<file path="src/rtl/rv32_fetch_pkg.sv">
// Types and helpers shared by the buffered fetch stage and its prefetch FIFO.
//   fetch_entry_t : one buffered instruction together with its pc.
//   align_pc      : forces a byte address onto a 32-bit word boundary.
package rv32_fetch_pkg;

    typedef struct packed {
        logic [31:0] pc;
        logic [31:0] instr;
    } fetch_entry_t;

    function automatic logic [31:0] align_pc(input logic [31:0] pc);
        return pc & 32'hFFFF_FFFC;
    endfunction

endpackage

</file>
<file path="src/rtl/rv32_opcodes_pkg.sv">
// Shared RV32 opcode constants used across the pipeline.
//   RV32_INSTR_NOP : canonical NOP (addi x0, x0, 0), used to fill empty slots.
package rv32_opcodes;

    localparam logic [31:0] RV32_INSTR_NOP = 32'h0000_0013;

endpackage

</file>
<file path="src/rtl/rv32_fetch_fifo.sv">
// Synchronous prefetch FIFO of fetch_entry_t, head visible combinationally.
// Ports:
//   clk, reset_n : clock, asynchronous active-low reset
//   push         : write push_data at the tail
//   pop          : drop the head entry (pop_data is the current head)
//   clear        : empty the FIFO; takes priority over push and pop
//   full, empty  : occupancy flags
//   count        : number of valid entries (0..DEPTH)
module rv32_fetch_fifo
    import rv32_fetch_pkg::*;
#(
    parameter int DEPTH = 4
) (
    input  logic                   clk,
    input  logic                   reset_n,
    input  logic                   push,
    input  logic                   pop,
    input  logic                   clear,
    input  fetch_entry_t           push_data,
    output fetch_entry_t           pop_data,
    output logic                   full,
    output logic                   empty,
    output logic [$clog2(DEPTH):0] count
);

    localparam int AW = $clog2(DEPTH);
    localparam int CW = AW + 1;

    fetch_entry_t  mem_q [DEPTH];
    logic [AW-1:0] wr_ptr_q;
    logic [AW-1:0] rd_ptr_q;
    logic [CW-1:0] count_q;

    // DEPTH is a power of two, so the pointers wrap naturally.
    always_ff @(posedge clk or negedge reset_n) begin
        if (!reset_n) begin
            wr_ptr_q <= '0;
            rd_ptr_q <= '0;
            count_q  <= '0;
        end else if (clear) begin
            wr_ptr_q <= '0;
            rd_ptr_q <= '0;
            count_q  <= '0;
        end else begin
            if (push) begin
                wr_ptr_q <= wr_ptr_q + AW'(1);
            end
            if (pop) begin
                rd_ptr_q <= rd_ptr_q + AW'(1);
            end
            count_q <= count_q + CW'(push) - CW'(pop);
        end
    end

    // Storage needs no reset: only entries below count are ever read.
    always_ff @(posedge clk) begin
        if (push && !clear) begin
            mem_q[wr_ptr_q] <= push_data;
        end
    end

    assign pop_data = mem_q[rd_ptr_q];
    assign full     = (count_q == CW'(DEPTH));
    assign empty    = (count_q == '0);
    assign count    = count_q;

endmodule

</file>
<file path="src/rtl/rv32_fetch_buffered.sv">
// Buffered RV32 fetch stage: issues word fetches over a valid/ready bus with
// several requests in flight, buffers responses in a prefetch FIFO and feeds
// decode through a registered output slot.
// Handshake: a request transfers in a cycle where imem_req_valid and
// imem_req_ready are both high; imem_req_valid never waits on ready.
// Responses arrive in order, one per imem_resp_valid strobe, no backpressure.
// Ports:
//   clk, reset_n                     : clock, asynchronous active-low reset
//   stall                            : decode stall, holds the output slot
//   flush                            : replaces the output slot with a NOP
//   branch_taken_in, branch_pc_in    : redirect from mem (target word-aligned)
//   imem_req_valid/ready/addr        : request channel
//   imem_resp_valid/data             : response channel
//   valid_out, pc_out, instr_out     : registered output slot to decode
module rv32_fetch_buffered
    import rv32_opcodes::*;
    import rv32_fetch_pkg::*;
#(
    parameter logic [31:0] RESET_PC   = 32'h0000_0000,
    parameter int          FIFO_DEPTH = 4
) (
    input  logic        clk,
    input  logic        reset_n,
    input  logic        stall,
    input  logic        flush,
    input  logic        branch_taken_in,
    input  logic [31:0] branch_pc_in,
    output logic        imem_req_valid,
    input  logic        imem_req_ready,
    output logic [31:0] imem_req_addr,
    input  logic        imem_resp_valid,
    input  logic [31:0] imem_resp_data,
    output logic        valid_out,
    output logic [31:0] pc_out,
    output logic [31:0] instr_out
);

    localparam int CW = $clog2(FIFO_DEPTH) + 1;

    // Held low until the first edge after reset release so that the bus
    // sees no request while reset is (or has just been) asserted.
    logic          run_q;
    logic [31:0]   fetch_pc_q, fetch_pc_d;
    logic [31:0]   resp_pc_q, resp_pc_d;
    logic [CW-1:0] inflight_q, inflight_d;
    logic [CW-1:0] drop_q, drop_d;
    logic          valid_q, valid_d;
    logic [31:0]   pc_q, pc_d;
    logic [31:0]   instr_q, instr_d;

    logic [CW-1:0] fifo_count;
    logic [CW-1:0] room;
    logic          fifo_full, fifo_empty;
    logic          fifo_push, fifo_pop;
    fetch_entry_t  fifo_head, resp_entry;
    logic [31:0]   target_pc;
    logic          req_hs, resp_keep, out_load, bypass;

    assign target_pc = align_pc(branch_pc_in);

    // Credit: every request not yet answered (and not being discarded) owns
    // a FIFO slot, so a push can never find the FIFO full.
    assign room           = CW'(FIFO_DEPTH) - fifo_count - (inflight_q - drop_q);
    assign imem_req_valid = run_q && (room != '0) && !branch_taken_in;
    assign imem_req_addr  = fetch_pc_q;
    assign req_hs         = imem_req_valid && imem_req_ready;

    // A response arriving with a redirect belongs to the old path.
    assign resp_keep  = imem_resp_valid && (drop_q == '0) && !branch_taken_in;
    assign out_load   = !stall && !flush && !branch_taken_in;
    assign fifo_pop   = out_load && !fifo_empty;
    // With nothing buffered, a kept response goes straight to the output
    // slot, giving one cycle from response to valid_out.
    assign bypass     = out_load && fifo_empty && resp_keep;
    // full here would mean the credit count is wrong; refuse the write
    // rather than corrupt the head.
    assign fifo_push  = resp_keep && !bypass && !fifo_full;
    assign resp_entry = '{pc: resp_pc_q, instr: imem_resp_data};

    rv32_fetch_fifo #(
        .DEPTH (FIFO_DEPTH)
    ) u_fifo (
        .clk       (clk),
        .reset_n   (reset_n),
        .push      (fifo_push),
        .pop       (fifo_pop),
        .clear     (branch_taken_in),
        .push_data (resp_entry),
        .pop_data  (fifo_head),
        .full      (fifo_full),
        .empty     (fifo_empty),
        .count     (fifo_count)
    );

    always_comb begin
        fetch_pc_d = fetch_pc_q;
        resp_pc_d  = resp_pc_q;
        inflight_d = inflight_q + CW'(req_hs) - CW'(imem_resp_valid);
        drop_d     = drop_q;

        if (branch_taken_in) begin
            fetch_pc_d = target_pc;
            resp_pc_d  = target_pc;
            // Everything still outstanding after this cycle is stale.
            drop_d     = inflight_q - CW'(imem_resp_valid);
        end else begin
            if (req_hs) begin
                fetch_pc_d = fetch_pc_q + 32'd4;
            end
            if (resp_keep) begin
                resp_pc_d = resp_pc_q + 32'd4;
            end
            if (imem_resp_valid && (drop_q != '0)) begin
                drop_d = drop_q - CW'(1);
            end
        end
    end

    always_comb begin
        valid_d = valid_q;
        pc_d    = pc_q;
        instr_d = instr_q;
        if (!stall) begin
            if (fifo_pop) begin
                valid_d = 1'b1;
                pc_d    = fifo_head.pc;
                instr_d = fifo_head.instr;
            end else if (bypass) begin
                valid_d = 1'b1;
                pc_d    = resp_pc_q;
                instr_d = imem_resp_data;
            end else begin
                valid_d = 1'b0;
                instr_d = RV32_INSTR_NOP;
            end
        end
    end

    always_ff @(posedge clk or negedge reset_n) begin
        if (!reset_n) begin
            run_q      <= 1'b0;
            fetch_pc_q <= RESET_PC;
            resp_pc_q  <= RESET_PC;
            inflight_q <= '0;
            drop_q     <= '0;
            valid_q    <= 1'b0;
            pc_q       <= '0;
            instr_q    <= RV32_INSTR_NOP;
        end else begin
            run_q      <= 1'b1;
            fetch_pc_q <= fetch_pc_d;
            resp_pc_q  <= resp_pc_d;
            inflight_q <= inflight_d;
            drop_q     <= drop_d;
            valid_q    <= valid_d;
            pc_q       <= pc_d;
            instr_q    <= instr_d;
        end
    end

    assign valid_out = valid_q;
    assign pc_out    = pc_q;
    assign instr_out = instr_q;

endmodule

</file>
<file path="config.mk">
export PLATFORM = sky130hd
export DESIGN_NAME = rv32_fetch_buffered
export DESIGN_NICKNAME = d
export VERILOG_FILES = /design/src/rtl/rv32_fetch_pkg.sv /design/src/rtl/rv32_opcodes_pkg.sv /design/src/rtl/rv32_fetch_fifo.sv /design/src/rtl/rv32_fetch_buffered.sv
export SDC_FILE = /design/constraint.sdc
export NUM_CORES = 1
export LEC_CHECK = 0
export CAP_MARGIN = 20
export CORE_UTILIZATION = 40
export CTS_CLUSTER_DIAMETER = 50
export DETAILED_ROUTE_END_ITERATION = 16
export PLACE_DENSITY_LB_ADDON = 0.3
export RECOVER_POWER = 50
export REMOVE_ABC_BUFFERS = 1
export SLEW_MARGIN = 40
export SYNTH_ARGS = -nofsm -noshare
export SYNTH_HDL_FRONTEND = slang
export SYNTH_HIERARCHICAL = 1
export SYNTH_SLANG_ARGS = --single-unit
export TNS_END_PERCENT = 5
</file>
<file path="constraint.sdc">
create_clock -name clk -period 3.79 [get_ports clk]
set_input_delay 0.5685 -clock clk [delete_from_list [all_inputs] [get_ports clk]]
set_output_delay 0.5685 -clock clk [all_outputs]
set_load 0.02 [all_outputs]
</file>
# Word level (Yosys, flattened, before mapping)

Memory sizes are Yosys's and may differ from the RTL's.
Index checks and enable logic that the tools add are counted.

Add/sub/neg operators: 13
Equal/unequal tests: 1
Mux-type cells: 19
Bitwise gates (word level): 1
Reductions and logical operators: 31

Operators by type and width:

| kind                                             | number |
|---|---|
| 2-to-1 mux 32 bit                                | 8 |
| adder 32 x 3 -> 32 bit, second input constant    | 2 |
| logical AND 1 bit                                | 14 |
| nonzero test 2 bit                               | 6 |
| 2-to-1 mux 3 bit                                 | 3 |
| subtractor 3 x 1 -> 3 bit                        | 3 |
| 2-to-1 mux 2 bit                                 | 4 |
| adder 3 x 1 -> 3 bit                             | 2 |
| zero test 1 bit                                  | 6 |
| zero test 3 bit                                  | 2 |
| nonzero test 3 bit                               | 2 |
| subtractor 3 bit                                 | 2 |
| adder 2 x 1 -> 2 bit, second input constant      | 2 |
| 2-to-1 mux 1 bit                                 | 4 |
| equality test 3 bit, second input constant       | 1 |
| subtractor 3 x 1 -> 3 bit, second input constant | 1 |
| subtractor 3 bit, first input constant           | 1 |
| AND reduction 2 bit                              | 1 |
| inverter 1 bit                                   | 1 |

Register bits: 143
RAM bits: 256
Input port bits: 71
Output and inout port bits: 98
Word-level logic and storage cells: 77
Memories: 1

Memories:

| name         | words | bits a word | rd ports | clocked after Yosys merged registers in | write ports | line                  | RTL |
|---|---|---|---|---|---|---|---|
| u_fifo.mem_q | 4     | 64          | 1        | 0                                       | 1           | rv32_fetch_fifo.sv:29 | `fetch_entry_t mem_q [DEPTH];` |

# Longest topological paths before layout

Word-level depth: 11
Gate-level depth with buffers: 16
Depth with buffers taken out: 15

# By module

The synthesis kept the hierarchy.

By module, submodules not included:

| module              | instances | cells each | area each (um^2) | sequential area each (um^2) |
|---|---|---|---|---|
| rv32_fetch_fifo     | 1         | 374        | 9700.6           | 7862.5 |
| rv32_fetch_buffered | 1         | 742        | 6829.0           | 3306.9 |

# Least setup slack after synthesis

OpenSTA, ideal clock, no wires.

Kind: input to register
From: in stall
To: mem u_fifo/mem_q[0][0] in the netlist's numbering (enable)
Library setup time: 0.429 ns
Arrival time: 3.545 ns
Data required time: 3.361 ns
Setup slack: -0.184 ns
Stages: 5
Buffers on the path: 1
Cell sequence: clkbuf_1 > nor2_1 > a2111oi_0 > nor2b_1 > and2_1

Longest elaborated chain between the ends: 11

Ends and longest elaborated chain:

| what                                   | line                      | RTL |
|---|---|---|
| start, declared                        | rv32_fetch_buffered.sv:24 | `input logic stall,` |
| zero test 1 bit                        | n/a                       |  |
| logical AND 1 bit (2 in a row)         | rv32_fetch_buffered.sv:70 | `assign out_load = !stall && !flush && !branch_taken_in;` |
| logical AND 1 bit (2 in a row)         | rv32_fetch_buffered.sv:74 | `assign bypass = out_load && fifo_empty && resp_keep;` |
| zero test 1 bit                        | rv32_fetch_buffered.sv:77 | `assign fifo_push = resp_keep && !bypass && !fifo_full;` |
| logical AND 1 bit (2 in a row)         | rv32_fetch_buffered.sv:77 |  |
| named net fifo_push                    | rv32_fetch_buffered.sv:54 | `logic fifo_push, fifo_pop;` |
| logical AND 1 bit                      | rv32_fetch_fifo.sv:57     | `if (push && !clear) begin` |
| 2-to-1 mux 1 bit                       | rv32_fetch_fifo.sv:57     |  |
| 2-to-1 mux 1 bit (not written as such) | rv32_fetch_fifo.sv:58     | `mem_q[wr_ptr_q] <= push_data;` |
| end, declared                          | rv32_fetch_fifo.sv:29     |  |

The timed path passes the listed nets, and every way through them passes these cells.

# Final worst setup path

From: reg inflight_q[1]
To: reg inflight_q[2]

Longest elaborated chain between the ends: 8

Ends and longest elaborated chain:

| what                           | line                       | RTL |
|---|---|---|
| start, declared                | rv32_fetch_buffered.sv:45  | `logic [CW-1:0] inflight_q, inflight_d;` |
| start signal, assigned         | rv32_fetch_buffered.sv:153 | `inflight_q <= inflight_d;` |
| subtractor 3 bit (2 in a row)  | rv32_fetch_buffered.sv:63  | `assign room = CW'(FIFO_DEPTH) - fifo_count - (inflight_q - drop_q);` |
| nonzero test 3 bit             | rv32_fetch_buffered.sv:64  | `assign imem_req_valid = run_q && (room != '0) && !branch_taken_in;` |
| logical AND 1 bit (2 in a row) | rv32_fetch_buffered.sv:64  |  |
| logical AND 1 bit              | rv32_fetch_buffered.sv:66  | `assign req_hs = imem_req_valid && imem_req_ready;` |
| adder 3 x 1 -> 3 bit *         | rv32_fetch_buffered.sv:98  | `inflight_d = inflight_q + CW'(req_hs) - CW'(imem_resp_valid);` |
| subtractor 3 x 1 -> 3 bit *    | rv32_fetch_buffered.sv:98  |  |
| named net inflight_d[2]        | rv32_fetch_buffered.sv:45  |  |

Mark *: on every way through the listed nets, which the timed path passes. The rest lies on a longest branch.
A chain may end at the register's enable or synchronous reset.

==> run summary <==
Routed wire per std cell: 20.55 µm
Reg-to-Reg Start: inflight_q[1]
post-synth top area share: 46.51%
crit-path leading delay family: adder cells
worst hold start: branch_taken_in
final setup margin: 0.3856 ns
cells along the critical path: ha_1 -> fa_1 -> xnor3_1 -> xnor2_1 -> a21oi_2 -> inv_2 -> ha_1 -> inv_1 -> ha_1 -> inv_1 -> fa_1 -> xnor2_1 -> xnor2_1
pin count of the biggest net entering global routing: 65
peak supply drop: 0.0003156 V
hold violation total from the final report: 0
terminus of the critical flop-to-flop path: inflight_q[2]
worst path bufs/invs: 3
status: complete, but fails checks
post-route ant nets: 0
Synth area leader: edfxtp_1
Initial DRT Pass Iterations: 5
final net count: 1393
Post-synth EDFFs: 256
IO Count: 169
Die H: 205.3 µm
skew final: 0.01653 ns
P_leak: 7.378 nW
Initial Util: 40.48%
Vias: 10015
total gr overflow: 0
Fill cells: 3447
Layout Cell Area excl Fill: 20370 µm²
Slew headroom: -29.19%
critical path launch point type: flip-flop
most common cell in the netlist: edfxtp_1
initial antenna violation count: 0
first-pass GRT wire length: 59850 µm
DP Worst Slack: 0.3778 ns
Site Rows: 74
Setup CP Type: flip-flop to flip-flop
Reg area: 11180 µm²
Tcrit/Tclk final: 89.83%
CTS Hold Bufs: 0
CTS H-tree depth: 2
Hold Crit Endpoint: u_fifo/count[2]
Syn Std Cell Area: 16530 µm²
Worst-Margin Slew: 1.938 ns
count of warnings emitted by yosys: 6
# port buffers: 164
clk_lat worst skew: 0.56 ns
Root Buffer: clkbuf_16
CTS tree: done
clk buf depth: 3
multi-input logic area: 4994 µm²
max-slew violation count: 98
ys async rst share: 35.19%
Max FO, Critical Path: 11
die width: 205.3 µm
DR vias/cell: 5.350
Area Overhead vs Synth: 23.24%
drt total wl: 38480 µm
failing checks: capacitance limit, slew limit
largest cells by area after synthesis: edfxtp_1 (47%), dfrtp_1 (21%), mux4_2 (8.7%), nand2_1 (3.5%), nor2_1 (1.5%)
Ant. Diodes: 0
R2R setup slack: 0.39 ns
final HPWL from detailed placement: 23910 µm
total power: 11.77 mW
Synth Flop Type: edfxtp_1
DRC: 0
Cells after Synth: 1116
gr usage total: 18.83%
crit path DAT: 3.89 ns
share of layout cells above drive strength 1: 14.63%
gpl congestion: 0.8431
die area: 42140 µm²
setup TNS: 0 ns
vias in the first global route: 10276
P per Cell Area: 578.0 nW/µm²
Area after DPL: 18920 µm²
FF+latch count, synth: 395
synth cell count leaders: edfxtp_1 (256), nand2_1 (155), dfrtp_1 (136)
RSZ-0062 raised after global routing: no
number of unique standard cell types used by synthesis: 65
CTS Buf Count: 45
Post-Syn Area per Cell: 14.81 µm²
Worst path max stage delay: 0.44 ns
Period minus WS final: 3.404 ns
max-cap violation count: 2
reg2reg path depth: 13
HP Class: input pin to flip-flop
sequential area share after synthesis: 67.57%
Clock Sinks: 395
slowest CP cell: dfrtp_1
clk slew on worst S/H paths: 0.05 ns
Worst setup EP type: flip-flop
Iter 0 DRT Violations: 668
WHS Path Cells: 2
final setup violation count: 0
required time of the critical path: 4.27 ns
fmax: 293.7 MHz
total core area: 40830 µm²
## cells by family after synthesis
kind of cell	share of synthesized area (%)
DFF	67.57
and+or+nand+nor	9.583
AOI/OAI and AO/OA	6.479
buffers and inverters	2.596
muxes	9.454
xor gates and xnor gates	2.649
adders and majority gates	1.620
other	0.04543
## worst register-to-register path: cells and delay by family, from the launching register on
kind	cells	cell delay, ns
flops	1	0.44
buf+inv	3	0.29
xor+xnor	4	0.74
compound gates	1	0.31
fa+ha+maj	5	1.55
## timing repair
action,CTS,global route
buffers inserted,0,0
resized for setup,0,1
setup endpoints to repair,0,1
## how the worst max path moves through the flow
stage	start	depth (start not counted)	slack (ns)	end
finish	inflight_q[1]	13	0.39	inflight_q[2]
global route	inflight_q[1]	13	0.14	inflight_q[2]
CTS	inflight_q[1]	7	0.07	imem_req_valid
detailed placement	imem_resp_valid	7	0.38	u_fifo/mem_q[2][23]
global placement	inflight_q[1]	13	0.42	inflight_q[2]
floorplan	drop_q[0]	5	-0.35	pc_out[0]
## metal layers
layer	vias up	track usage [%]	part of all wire, %
li1	4607	-	-
met1	5074	26.08	45
met4	0	5.265	2.2
met2	272	30.24	47
met3	62	3.722	4.9
met5	-	0	0
## sequential cells by signal (all words and copies together) (netlist names)
register / cells
inflight_q: 3
valid_out: 1
u_fifo/rd_ptr_q: 2
u_fifo/count: 3
run_q: 1
imem_req_addr: 30
u_fifo/mem_q: 256
drop_q: 3
resp_pc_q: 30
instr_out: 32
pc_out: 32
u_fifo/wr_ptr_q: 2
## where the power goes
group	switching (mW)	total (mW)	internal, mW
clock network	1.76	4.26	2.51
registers	0.336	5.31	4.97
logic	1.24	2.20	0.956
total	3.34	11.8	8.44
## layout by cell type (no fill, tap or decap), types with 20 or more instances in the layout
| cell type | instances |
|---|---|
| edfxtp_1 | 256 |
| nand2_1 | 155 |
| dfrtp_1 | 134 |
| clkdlybuf4s50_1 | 89 |
| dlygate4sd3_1 | 71 |
| nor2_1 | 64 |
| mux4_2 | 64 |
| clkbuf_16 | 46 |
| a31oi_1 | 38 |
| nand3_1 | 31 |
| a22oi_1 | 30 |
| inv_1 | 25 |
| xnor2_1 | 24 |
| a21oi_1 | 20 |
## through the flow
| step | hold slack [ns] | instances | utilization (%) |
|---|---|---|---|
| after floorplan | 0.2729 | 1066 | - |
| after global placement | 0.4874 | 1786 | 46.22 |
| after detailed placement | 0.4948 | 1788 | 46.34 |
| after CTS | 0.04260 | 1872 | 49.98 |
| after global routing | 0.3804 | 1872 | 49.89 |
| final | 0.3922 | 1872 | 49.89 |
## layout make-up
cell class	instances	area share [%]
sequential	395	54.87
multi-input combinational	643	24.51
timing repair buffer	190	9.539
clock buffer	60	6.204
tap	532	3.268
clock inverter	24	1.093
inverter	28	0.5159
(Power assumes the default switching activity.)
